**config.mk**
```make
export PLATFORM = sky130hd
export DESIGN_NAME = uart_tx_parity
export DESIGN_NICKNAME = d
export VERILOG_FILES = /design/src/rtl/uart_tx_parity_pkg.sv /design/src/rtl/uart_tx_parity.sv
export SDC_FILE = /design/constraint.sdc
export NUM_CORES = 1
export LEC_CHECK = 0
export ABC_AREA = 1
export CAP_MARGIN = 20
export CORE_MARGIN = 1
export CORE_UTILIZATION = 59
export DETAILED_ROUTE_END_ITERATION = 10
export PLACE_DENSITY_LB_ADDON = 0.12
export SLEW_MARGIN = 25
export SYNTH_ARGS = -nofsm -noshare
export SYNTH_HDL_FRONTEND = slang
export SYNTH_SLANG_ARGS = --single-unit
```
**constraint.sdc**
```tcl
create_clock -name clk -period 4.7 [get_ports clk]
set_clock_uncertainty 0.05 [all_clocks]
set_input_delay 1.175 -clock clk [delete_from_list [all_inputs] [get_ports clk]]
set_output_delay 1.175 -clock clk [all_outputs]
set_load 0.01 [all_outputs]
```
**src/rtl/uart_tx_parity_pkg.sv**
```systemverilog
// uart_tx_parity_pkg: shared UART frame states, timing constants and parity helper
package uart_tx_parity_pkg;
  typedef enum logic [2:0] {
    ST_IDLE,
    ST_START,
    ST_DATA,
    ST_PARITY,
    ST_STOP
  } state_t;
  localparam int BIT_TICKS = 16;
  localparam int SB_ONE = 16;
  localparam int SB_ONE_HALF = 24;
  localparam int SB_TWO = 32;
  function automatic logic calc_parity(input logic [7:0] d, input logic odd);
    return (^d) ^ odd;
  endfunction
  function automatic logic sb_tick_legal(input int sb);
    return (sb == SB_ONE) || (sb == SB_ONE_HALF) || (sb == SB_TWO);
  endfunction
endpackage

```
**src/rtl/uart_tx_parity.sv**
```systemverilog
// uart_tx_parity: 16x-tick UART transmitter with optional parity and configurable stop length
module uart_tx_parity
  import uart_tx_parity_pkg::*;
#(
  parameter int DBIT = 8,
  parameter int SB_TICK = 16,
  parameter int PARITY_EN = 1,
  parameter int PARITY_ODD = 0
) (
  input  logic            clk,
  input  logic            reset,
  input  logic            s_tick,
  input  logic            tx_valid,
  input  logic [DBIT-1:0] din,
  output logic            tx_ready,
  output logic            tx_busy,
  output logic            tx_done_tick,
  output logic            tx
);
  localparam int TW = ($clog2(SB_TICK) < 4) ? 4 : $clog2(SB_TICK);
  localparam int BW = $clog2(DBIT) + 1;
  localparam logic SB_OK = sb_tick_legal(SB_TICK);
  state_t r_state, w_state_next;
  logic [TW-1:0] r_tick_cnt, w_tick_cnt_next;
  logic [BW-1:0] r_bit_cnt, w_bit_cnt_next;
  logic [DBIT-1:0] r_shift, w_shift_next;
  logic r_parity, w_parity_next;
  logic r_tx, w_tx_next;
  logic r_done, w_done_next;
  logic w_bit_end, w_stop_end;
  // Illegal stop lengths fall back to one stop bit rather than an odd-length stop.
  assign w_bit_end = s_tick && (r_tick_cnt == TW'(BIT_TICKS - 1));
  assign w_stop_end = s_tick && (r_tick_cnt == (SB_OK ? TW'(SB_TICK - 1) : TW'(SB_ONE - 1)));
  assign tx_ready = (r_state == ST_IDLE);
  assign tx_busy = ~tx_ready;
  assign tx_done_tick = r_done;
  assign tx = r_tx;
  always_ff @(posedge clk or posedge reset)
    if (reset) begin
      r_state <= ST_IDLE;
      r_tick_cnt <= '0;
      r_bit_cnt <= '0;
      r_shift <= '0;
      r_parity <= 1'b0;
      r_tx <= 1'b1;
      r_done <= 1'b0;
    end else begin
      r_state <= w_state_next;
      r_tick_cnt <= w_tick_cnt_next;
      r_bit_cnt <= w_bit_cnt_next;
      r_shift <= w_shift_next;
      r_parity <= w_parity_next;
      r_tx <= w_tx_next;
      r_done <= w_done_next;
    end
  always_comb begin
    w_state_next = r_state;
    w_tick_cnt_next = r_tick_cnt;
    w_bit_cnt_next = r_bit_cnt;
    w_shift_next = r_shift;
    w_parity_next = r_parity;
    w_done_next = 1'b0;
    case (r_state)
      ST_IDLE:
        if (tx_valid) begin
          w_state_next = ST_START;
          w_shift_next = din;
          w_parity_next = calc_parity(8'(din), PARITY_ODD != 0);
          w_tick_cnt_next = '0;
          w_bit_cnt_next = '0;
        end
      ST_START, ST_PARITY:
        if (s_tick) begin
          w_tick_cnt_next = w_bit_end ? '0 : r_tick_cnt + 1'b1;
          w_state_next = !w_bit_end ? r_state : (r_state == ST_START) ? ST_DATA : ST_STOP;
        end
      ST_DATA:
        if (s_tick) begin
          w_tick_cnt_next = w_bit_end ? '0 : r_tick_cnt + 1'b1;
          if (w_bit_end) begin
            w_shift_next = r_shift >> 1;
            w_bit_cnt_next = (r_bit_cnt == BW'(DBIT - 1)) ? r_bit_cnt : r_bit_cnt + 1'b1;
            w_state_next = (r_bit_cnt != BW'(DBIT - 1)) ? ST_DATA : (PARITY_EN != 0) ? ST_PARITY : ST_STOP;
          end
        end
      ST_STOP:
        if (s_tick) begin
          w_tick_cnt_next = w_stop_end ? '0 : r_tick_cnt + 1'b1;
          w_state_next = w_stop_end ? ST_IDLE : ST_STOP;
          w_done_next = w_stop_end;
        end
      default: w_state_next = ST_IDLE;
    endcase
    w_tx_next = (w_state_next == ST_START) ? 1'b0 :
                (w_state_next == ST_DATA) ? w_shift_next[0] :
                (w_state_next == ST_PARITY) ? w_parity_next : 1'b1;
  end
endmodule
```
==> impl_results.html, run 1 <==
<table>
<tr><th>Metric</th><th>Value</th></tr>
<tr><th colspan="2">Status</th></tr>
<tr><td>Outcome</td><td>finished clean</td></tr>
<tr><th colspan="2">Routing</th></tr>
<tr><td>Total DRC errors in the routed layout</td><td>0</td></tr>
<tr><td>Sum of routed wire segments on met1</td><td>1110 um</td></tr>
<tr><td>DR iter-0 viols</td><td>21</td></tr>
<tr><td>Routed Wire Length</td><td>2400 um</td></tr>
<tr><td>Top layer in use</td><td>met4</td></tr>
<tr><td>Drt via density</td><td>4.97</td></tr>
<tr><td>Final routed wire length divided by cell count</td><td>10.9 um</td></tr>
<tr><td>Router iterations before antenna repair</td><td>4</td></tr>
<tr><td>Met3 wire length</td><td>85 um</td></tr>
<tr><td>Residual antenna-violating net count after detailed routing</td><td>0</td></tr>
<tr><td>Number of vias after detailed routing</td><td>1098</td></tr>
<tr><td>Met2 Wirelength</td><td>between 1000 and 1500 um</td></tr>
<tr><th colspan="2">Worst hold path</th></tr>
<tr><td>Sink of the worst hold path</td><td>r_shift[1]$_DFFE_PP0P_</td></tr>
<tr><td>Hold wc startpoint</td><td>r_shift[1]$_DFFE_PP0P_</td></tr>
<tr><td>Number of stages on the worst hold path</td><td>2</td></tr>
<tr><td>Hold Crit Class</td><td>flip-flop to flip-flop</td></tr>
<tr><th colspan="2">Layout</th></tr>
<tr><td>Fillcell total</td><td>169</td></tr>
<tr><td>Most frequent cells in the layout</td><td>58 x nand2_1, 25 x inv_1, 21 x dfrtp_1, 15 x clkdlybuf4s50_1, 13 x nand3_1</td></tr>
<tr><td>Final design utilization</td><td>71.6%</td></tr>
<tr><td>Ratio of cells with drive above 1 in the final layout</td><td>13.0%</td></tr>
<tr><td>Area delta synth-&gt;final</td><td>15.5%</td></tr>
<tr><td>Most common cell after layout, fill and taps aside</td><td>nand2_1</td></tr>
<tr><td>Total inserted antenna cells</td><td>0</td></tr>
<tr><td>Final net count</td><td>about 210</td></tr>
<tr><th colspan="2">Logic synthesis</th></tr>
<tr><td>Instance count of the mapped netlist</td><td>175</td></tr>
<tr><td>Syn Area/Cell</td><td>7.76 sq um</td></tr>
<tr><td>Fraction of synthesized cell area taken by the top area cell type</td><td>38.7%</td></tr>
<tr><td>Most used flip-flop cell after synthesis</td><td>dfrtp_1</td></tr>
<tr><td>Cell area after technology mapping</td><td>1360 sq um</td></tr>
<tr><td>Count of state elements after synthesis</td><td>22</td></tr>
<tr><td>Post-synth cell types</td><td>27</td></tr>
<tr><td>Largest cells by area after synthesis</td><td>dfrtp_1 39%, nand2_1 16%, inv_1 6.9%, nand3_1 4.8%, a22oi_1 3.3%</td></tr>
<tr><td>Share of flip-flops with an asynchronous set or reset after synthesis</td><td>between 90% and 100%</td></tr>
<tr><td>EDFF count, synth</td><td>0</td></tr>
<tr><td>Net count of the mapped netlist</td><td>about 190</td></tr>
<tr><td>Sequential-to-total area share from yosys stat</td><td>40.6%</td></tr>
<tr><td>Ys Warns</td><td>0</td></tr>
<tr><td>Dominant cell type by area after synthesis</td><td>dfrtp_1</td></tr>
<tr><th colspan="2">Placed design</th></tr>
<tr><td>Count of input and output buffers</td><td>15</td></tr>
<tr><td>RD Place Congestion</td><td>0.793</td></tr>
<tr><td>Sum of net half-perimeters after detailed placement</td><td>about 1900 um</td></tr>
<tr><td>Worst slack, placed</td><td>2.00 ns</td></tr>
<tr><th colspan="2">Flow run</th></tr>
<tr><td>Number of max-cap violations</td><td>0</td></tr>
<tr><th colspan="2">Timing</th></tr>
<tr><td>Final worst setup slack</td><td>1.85 ns</td></tr>
<tr><td>Setup TNS after final layout</td><td>0 ns</td></tr>
<tr><td>Final period utilization</td><td>about three fifths</td></tr>
<tr><td>Final setup violation count</td><td>0</td></tr>
<tr><td>Number of pins with negative max-slew slack in the final report</td><td>0</td></tr>
<tr><td>Headroom to the max-slew limit</td><td>44.7%</td></tr>
<tr><td>Final Hold Violating Endpoints</td><td>0</td></tr>
<tr><td>Worst Tran Pin Value</td><td>0.828 ns</td></tr>
<tr><td>Maximum frequency from static timing analysis</td><td>0.351 GHz</td></tr>
<tr><td>Setup repair after global routing missed its margin</td><td>false</td></tr>
<tr><td>Hold WS</td><td>0.442 ns</td></tr>
<tr><td>Final worst path period need</td><td>2.85 ns</td></tr>
<tr><th colspan="2">Clocking</th></tr>
<tr><td>Max clock buf depth</td><td>2</td></tr>
<tr><td>Clk root buf</td><td>clkbuf_4</td></tr>
<tr><td>Insertion delay to the later sink of the worst-skew pair</td><td>around 0.3 ns</td></tr>
<tr><td>TritonCTS Buffers</td><td>3</td></tr>
<tr><td>Cts-stage hold buffer count</td><td>0</td></tr>
<tr><td>Clock-pin slew on the worst setup and hold paths</td><td>0.11 ns</td></tr>
<tr><td>Gates resized, CTS repair</td><td>0</td></tr>
<tr><td>Number of buffers inserted to repair setup after CTS</td><td>0</td></tr>
<tr><td>Deepest level of the CTS H-tree</td><td>1</td></tr>
<tr><td>Count of clock tree sinks</td><td>22</td></tr>
<tr><td>Clock tree from TritonCTS</td><td>done</td></tr>
<tr><th colspan="2">Global route</th></tr>
<tr><td>Global-route wire length before repair</td><td>4190 um</td></tr>
<tr><td>Overflow left after global routing</td><td>0</td></tr>
<tr><td>Pin count of the biggest net entering global routing</td><td>23</td></tr>
<tr><td>Initial antenna violation count</td><td>0</td></tr>
<tr><td>Overall Global Routing Usage</td><td>21.9%</td></tr>
<tr><td>Number of global-route vias before repair</td><td>roughly 1000</td></tr>
<tr><th colspan="2">Floorplanning</th></tr>
<tr><td>Ports</td><td>16</td></tr>
<tr><td>Core outline area</td><td>between 2000 and 2500 sq um</td></tr>
<tr><td>Vertical extent of the die</td><td>50.0 um</td></tr>
<tr><td>Die outline area</td><td>2500 sq um</td></tr>
<tr><td>Number of placement rows</td><td>17</td></tr>
<tr><td>DIE WIDTH</td><td>approximately 50 um</td></tr>
<tr><td>Starting density of the core</td><td>62.0%</td></tr>
<tr><th colspan="2">Power and ir drop</th></tr>
<tr><td>Worst voltage drop across the vdd grid</td><td>366 uV</td></tr>
<tr><td>Standby leakage power</td><td>0.844 nW</td></tr>
<tr><td>Power per standard cell area</td><td>roughly 430 nW/um^2</td></tr>
<tr><th colspan="2">Setup path</th></tr>
<tr><td>Crit path arrival time</td><td>1.62 ns</td></tr>
<tr><td>Launching point of the worst reg2reg path</td><td>r_tick_cnt[0]$_DFFE_PP0P_</td></tr>
<tr><td>Worst R2R Setup Slack</td><td>around 3.0 ns</td></tr>
<tr><td>Endpoint of the worst-slack reg-to-reg timing path</td><td>r_bit_cnt[2]$_DFFE_PP0P_</td></tr>
<tr><td>Worst Path Max Fanout</td><td>5</td></tr>
<tr><td>Required time at the endpoint of the critical path</td><td>3.47 ns</td></tr>
<tr><td>Depth of the most critical reg-to-reg path</td><td>8</td></tr>
<tr><td>Worst Setup End Kind</td><td>output pin</td></tr>
<tr><td>Worst setup SP type</td><td>flip-flop</td></tr>
<tr><td>Type of the worst setup path</td><td>flip-flop to output pin</td></tr>
</table>
-- kinds of logic (layout without fill, tap and decap cells) --
logic type               count (synthesis)  count (layout)  synth area share, %
buffers and inverters                   31              49                 10.0
flip-flops                              22              22                 40.6
XOR/XNOR                                 4               4                 2.58
AND/OR/NAND/NOR                         94              94                 34.6
adder cells (fa/ha/maj)                  2               2                 1.84
AO/OA/AOI/OAI                           22              22                 10.3
-- area by class of cell --
class                   instances  area [sq um]  share of cell area, %
repair buffers                 15           150                   9.57
flip-flops and latches         22           552                   35.2
inverters                      30           125                   7.97
clock buffers                   4          36.3                   2.31
well taps                      28          35.0                   2.23
multi-input cells             122           671                   42.7
-- state kept, by name, indices dropped and copies added (netlist names) --
| signal | count |
|---|---|
| r_shift | 8 |
| r_bit_cnt | 4 |
| r_tick_cnt | 4 |
| r_state | 3 |
| r_parity | 1 |
| tx | 1 |
| tx_done_tick | 1 |
-- Yosys cell counts, types with 3 or more instances --
cell and n:
nand2_4 3, nand2_1 58, nand2_2 4, o21ai_0 5, inv_1 25, nand3_1 13, nor2_1 8, a22oi_1 6
dfrtp_1 21, a21oi_1 7
-- metal layers --
layer | track usage, % | vias up
met1 | 27.5 | 499
met3 | 6.48 | 2
met2 | 37.8 | 12
li1 | - | 585
met5 | 0 | -
met4 | 2.86 | 0
-- stage by stage --
step	instance area, sq um	power (mW)	std cells
floorplan	1360	0.505	175
global placement	1530	0.563	217
detailed placement	1530	0.578	217
CTS	1570	0.683	221
global route	1570	0.730	221
finish	1570	0.674	221
-- worst max-delay path, cell delays in order (launching register included) --
cell and delay, ns:
dfrtp_1 0.47, nor2_4 0.17, nand2_4 0.09, inv_1 0.06
clkdlybuf4s50_1 0.52
-- worst max-delay path by stage --
stage	cells past startpoint	from	to
2_1_floorplan	7	s_tick	r_bit_cnt[2]$_DFFE_PP0P_
5_1_grt	4	r_state[1]$_DFF_PP0_	tx_ready
6_report	4	r_state[1]$_DFF_PP0_	tx_ready
4_1_cts	4	r_state[1]$_DFF_PP0_	tx_ready
3_5_place_dp	8	s_tick	r_bit_cnt[2]$_DFFE_PP0P_
3_3_place_gp	8	s_tick	r_bit_cnt[2]$_DFFE_PP0P_
-- where the power goes --
part	total [mW]	internal [mW]	switching, mW
logic	0.257	0.108	0.150
clock network	0.102	0.0473	0.0546
registers	0.315	0.263	0.0520
Note: power is estimated with default switching activity, not from simulation.
==> run 2: changes to the inputs <==
CORE_UTILIZATION = 49   (was 59)
clock period = 2.6 ns   (was 4.7 ns; I/O delays follow)
==> run 2 against run 1 <==
Effect of this change: sequential power up 82%; via count up 0.82%; core utilization shrank 8.9 points; power up 93%; worst hold slack improved by 0.014 ns; critical path type unchanged.
==> impl_results.html, run 2 (synthesis results as in run 1) <==
<table>
<tr><th>Metric</th><th>Value</th></tr>
<tr><th colspan="2">Status</th></tr>
<tr><td>Outcome</td><td>finished clean (unchanged)</td></tr>
<tr><th colspan="2">Setup path</th></tr>
<tr><td>Required time at the endpoint of the critical path</td><td>1.90 ns (was 3.47 ns)</td></tr>
<tr><td>Launching point of the worst reg2reg path</td><td>r_tick_cnt[0]$_DFFE_PP0P_ (unchanged)</td></tr>
<tr><td>Type of the worst setup path</td><td>flip-flop to output pin (unchanged)</td></tr>
<tr><td>Worst Setup End Kind</td><td>output pin (unchanged)</td></tr>
<tr><td>Worst Path Max Fanout</td><td>5 (unchanged)</td></tr>
<tr><td>Crit path arrival time</td><td>1.63 ns (was 1.62 ns)</td></tr>
<tr><td>Worst R2R Setup Slack</td><td>0.96 ns (was 3.04 ns)</td></tr>
<tr><td>Depth of the most critical reg-to-reg path</td><td>8 (unchanged)</td></tr>
<tr><td>Worst setup SP type</td><td>flip-flop (unchanged)</td></tr>
<tr><td>Endpoint of the worst-slack reg-to-reg timing path</td><td>r_bit_cnt[2]$_DFFE_PP0P_ (unchanged)</td></tr>
<tr><th colspan="2">Floorplanning</th></tr>
<tr><td>Core outline area</td><td>2540 sq um (was 2190 sq um)</td></tr>
<tr><td>DIE WIDTH</td><td>54.7 um (was 50.0 um)</td></tr>
<tr><td>Number of placement rows</td><td>18 (was 17)</td></tr>
<tr><td>Die outline area</td><td>2990 sq um (was 2500 sq um)</td></tr>
<tr><td>Vertical extent of the die</td><td>54.7 um (was 50.0 um)</td></tr>
<tr><td>Ports</td><td>16 (unchanged)</td></tr>
<tr><td>Starting density of the core</td><td>53.4% (was 62.0%)</td></tr>
<tr><th colspan="2">Layout</th></tr>
<tr><td>Non-Filler Cell Area, Final</td><td>1600 sq um (was 1570 sq um)</td></tr>
<tr><td>Ratio of cells with drive above 1 in the final layout</td><td>13.4% (was 13.0%)</td></tr>
<tr><td>Seq. cell area</td><td>552 sq um (unchanged)</td></tr>
<tr><td>Multi-input gate area in the final layout</td><td>671 sq um (unchanged)</td></tr>
<tr><td>Final standard cell count with taps included and fillers excluded</td><td>224 (was 221)</td></tr>
<tr><td>Largest registers</td><td>r_shift x8, r_bit_cnt x4, r_tick_cnt x4 (unchanged)</td></tr>
<tr><td>Area delta synth-&gt;final</td><td>17.4% (was 15.5%)</td></tr>
<tr><td>Flip-flop count of the largest register after layout</td><td>8 (unchanged)</td></tr>
<tr><td>Final net count</td><td>209 (was 208)</td></tr>
<tr><td>Most frequent cells in the layout</td><td>58 x nand2_1, 25 x inv_1, 21 x dfrtp_1, 15 x clkdlybuf4s50_1, 13 x nand3_1 (unchanged)</td></tr>
<tr><td>Total inserted antenna cells</td><td>0 (unchanged)</td></tr>
<tr><td>Fillcell total</td><td>224 (was 169)</td></tr>
<tr><td>Final design utilization</td><td>62.7% (was 71.6%)</td></tr>
<tr><td>Register ranked first by flip-flop count</td><td>r_shift (unchanged)</td></tr>
<tr><td>Most common cell after layout, fill and taps aside</td><td>nand2_1 (unchanged)</td></tr>
<tr><th colspan="2">Timing</th></tr>
<tr><td>Number of pins with negative max-slew slack in the final report</td><td>0 (unchanged)</td></tr>
<tr><td>Final setup violation count</td><td>0 (unchanged)</td></tr>
<tr><td>Final period utilization</td><td>between 80% and 90%</td></tr>
<tr><td>Setup TNS after final layout</td><td>0 ns (unchanged)</td></tr>
<tr><td>Worst Tran Pin Value</td><td>0.279 ns (was 0.828 ns)</td></tr>
<tr><td>Final Hold Violating Endpoints</td><td>0 (unchanged)</td></tr>
<tr><td>Final worst setup slack</td><td>0.266 ns (was 1.85 ns)</td></tr>
<tr><td>Maximum frequency from static timing analysis</td><td>0.428 GHz</td></tr>
<tr><td>Headroom to the max-slew limit</td><td>81.4% (was 44.7%)</td></tr>
<tr><td>Hold WS</td><td>0.456 ns (was 0.442 ns)</td></tr>
<tr><td>Final worst path period need</td><td>2.33 ns</td></tr>
<tr><td>Setup repair after global routing missed its margin</td><td>false (unchanged)</td></tr>
<tr><th colspan="2">Routing</th></tr>
<tr><td>Drt via density</td><td>4.94 (was 4.97)</td></tr>
<tr><td>Router iterations before antenna repair</td><td>6 (was 4)</td></tr>
<tr><td>Routed Wire Length</td><td>2460 um (was 2400 um)</td></tr>
<tr><td>Total DRC errors in the routed layout</td><td>0 (unchanged)</td></tr>
<tr><td>Number of vias after detailed routing</td><td>1107 (was 1098)</td></tr>
<tr><td>Final routed wire length divided by cell count</td><td>11.0 um (was 10.9 um)</td></tr>
<tr><td>Residual antenna-violating net count after detailed routing</td><td>0 (unchanged)</td></tr>
<tr><td>DR iter-0 viols</td><td>15 (was 21)</td></tr>
<tr><th colspan="2">Power and ir drop</th></tr>
<tr><td>Power per standard cell area</td><td>814 nW/um^2 (was 429 nW/um^2)</td></tr>
<tr><td>Overall power after layout</td><td>1.30 mW (was 0.674 mW)</td></tr>
<tr><td>Worst voltage drop across the vdd grid</td><td>598 uV (was 366 uV)</td></tr>
<tr><td>Standby leakage power</td><td>0.855 nW (was 0.844 nW)</td></tr>
<tr><th colspan="2">Worst hold path</th></tr>
<tr><td>Hold wc startpoint</td><td>r_shift[7]$_DFFE_PP0P_ (was r_shift[1]$_DFFE_PP0P_)</td></tr>
<tr><td>Hold Crit Class</td><td>flip-flop to flip-flop (unchanged)</td></tr>
<tr><td>Number of stages on the worst hold path</td><td>2 (unchanged)</td></tr>
<tr><td>Sink of the worst hold path</td><td>r_shift[7]$_DFFE_PP0P_ (was r_shift[1]$_DFFE_PP0P_)</td></tr>
<tr><th colspan="2">Global route</th></tr>
<tr><td>Initial antenna violation count</td><td>0 (unchanged)</td></tr>
<tr><td>Pin count of the biggest net entering global routing</td><td>23 (unchanged)</td></tr>
<tr><td>Overall Global Routing Usage</td><td>19.3% (was 21.9%)</td></tr>
<tr><td>Overflow left after global routing</td><td>0 (unchanged)</td></tr>
<tr><td>Number of global-route vias before repair</td><td>1020 (was 1015)</td></tr>
<tr><td>Global-route wire length before repair</td><td>4120 um (was 4190 um)</td></tr>
<tr><th colspan="2">Clocking</th></tr>
<tr><td>Clk root buf</td><td>clkbuf_4 (unchanged)</td></tr>
<tr><td>TritonCTS Buffers</td><td>3 (unchanged)</td></tr>
<tr><td>Cts-stage hold buffer count</td><td>0 (unchanged)</td></tr>
<tr><td>Clock tree from TritonCTS</td><td>done (unchanged)</td></tr>
<tr><td>Number of buffers inserted to repair setup after CTS</td><td>0 (unchanged)</td></tr>
<tr><td>Clock-pin slew on the worst setup and hold paths</td><td>0.13 ns (was 0.11 ns)</td></tr>
<tr><td>Gates resized, CTS repair</td><td>0 (unchanged)</td></tr>
<tr><td>Count of clock tree sinks</td><td>22 (unchanged)</td></tr>
<tr><td>Insertion delay to the later sink of the worst-skew pair</td><td>0.31 ns (was 0.30 ns)</td></tr>
<tr><td>Deepest level of the CTS H-tree</td><td>1 (unchanged)</td></tr>
<tr><td>Max clock buf depth</td><td>2 (unchanged)</td></tr>
<tr><th colspan="2">Placed design</th></tr>
<tr><td>RD Place Congestion</td><td>0.776 (was 0.793)</td></tr>
<tr><td>Cell count after placement</td><td>220 (was 217)</td></tr>
<tr><td>Placed instance area</td><td>1540 sq um (was 1530 sq um)</td></tr>
<tr><td>Sum of net half-perimeters after detailed placement</td><td>1900 um (was 1910 um)</td></tr>
<tr><td>Count of input and output buffers</td><td>15 (unchanged)</td></tr>
<tr><td>Worst slack, placed</td><td>0.449 ns (was 2.00 ns)</td></tr>
<tr><th colspan="2">Flow run</th></tr>
<tr><td>Number of max-cap violations</td><td>0 (unchanged)</td></tr>
</table>
## run 2: cell count changes in the layout (fill, tap and decap cells not counted), sizes merged
| cell | previous run | this run |
|---|---|---|
| buf | 0 | 1 |
| bufinv | 0 | 1 |
| clkbuf | 4 | 3 |
## run 2: worst max path at each step
stage	cells after the start	startpoint	slack, ns	endpoint
6_report	4	r_state[1]$_DFF_PP0_	0.27	tx_ready
5_1_grt	4	r_state[0]$_DFF_PP0_	0.15	tx_ready
4_1_cts	4	r_state[1]$_DFF_PP0_	0.25	tx_ready
3_5_place_dp	8	s_tick	0.45	r_bit_cnt[2]$_DFFE_PP0P_
3_3_place_gp	8	s_tick	0.47	r_bit_cnt[2]$_DFFE_PP0P_
2_1_floorplan	7	s_tick	1.04	r_bit_cnt[2]$_DFFE_PP0P_
## run 2: critical path: stages, from the launching register on
cell and delay, ns:
dfrtp_1 0.48, nor2_4 0.18, nand2_4 0.09, inv_1 0.06, clkdlybuf4s50_1 0.52
## run 2: where the power goes
| part | total, mW | leakage, nW | switching [mW] | internal, mW |
|---|---|---|---|---|
| logic | 0.462 | 0.552 | 0.267 | 0.195 |
| clock network | 0.264 | 0.0279 | 0.108 | 0.156 |
| registers | 0.572 | 0.276 | 0.0973 | 0.475 |
| total | 1.30 | 0.855 | 0.472 | 0.826 |
## run 2: cell type report
| class | count | share of cell area [%] |
|---|---|---|
| Inverter | 30 | 7.84 |
| Clock inverter | 1 | 1.88 |
| Timing Repair Buffer | 16 | 9.88 |
| Sequential cell | 22 | 34.6 |
| Tap cell | 30 | 2.35 |
| Clock buffer | 3 | 1.41 |
| Multi-Input combinational cell | 122 | 42.0 |
## run 2: routing by layer
| layer | global-route usage [%] | wire length (um) | vias up |
|---|---|---|---|
| li1 | - | - | 587 |
| met1 | 24.2 | 1210 | 507 |
| met2 | 32.5 | 1180 | 11 |
| met3 | 4.17 | 64 | 2 |
| met4 | 5.98 | 8 | 0 |
| met5 | 0 | 0 | - |
==> run 3: changes to the inputs <==
CAP_MARGIN = 5   (was 20)
SLEW_MARGIN = 20   (was 25)
==> results of run 3 <==
The final DEF is identical to that of run 2; final timing and power are the same.
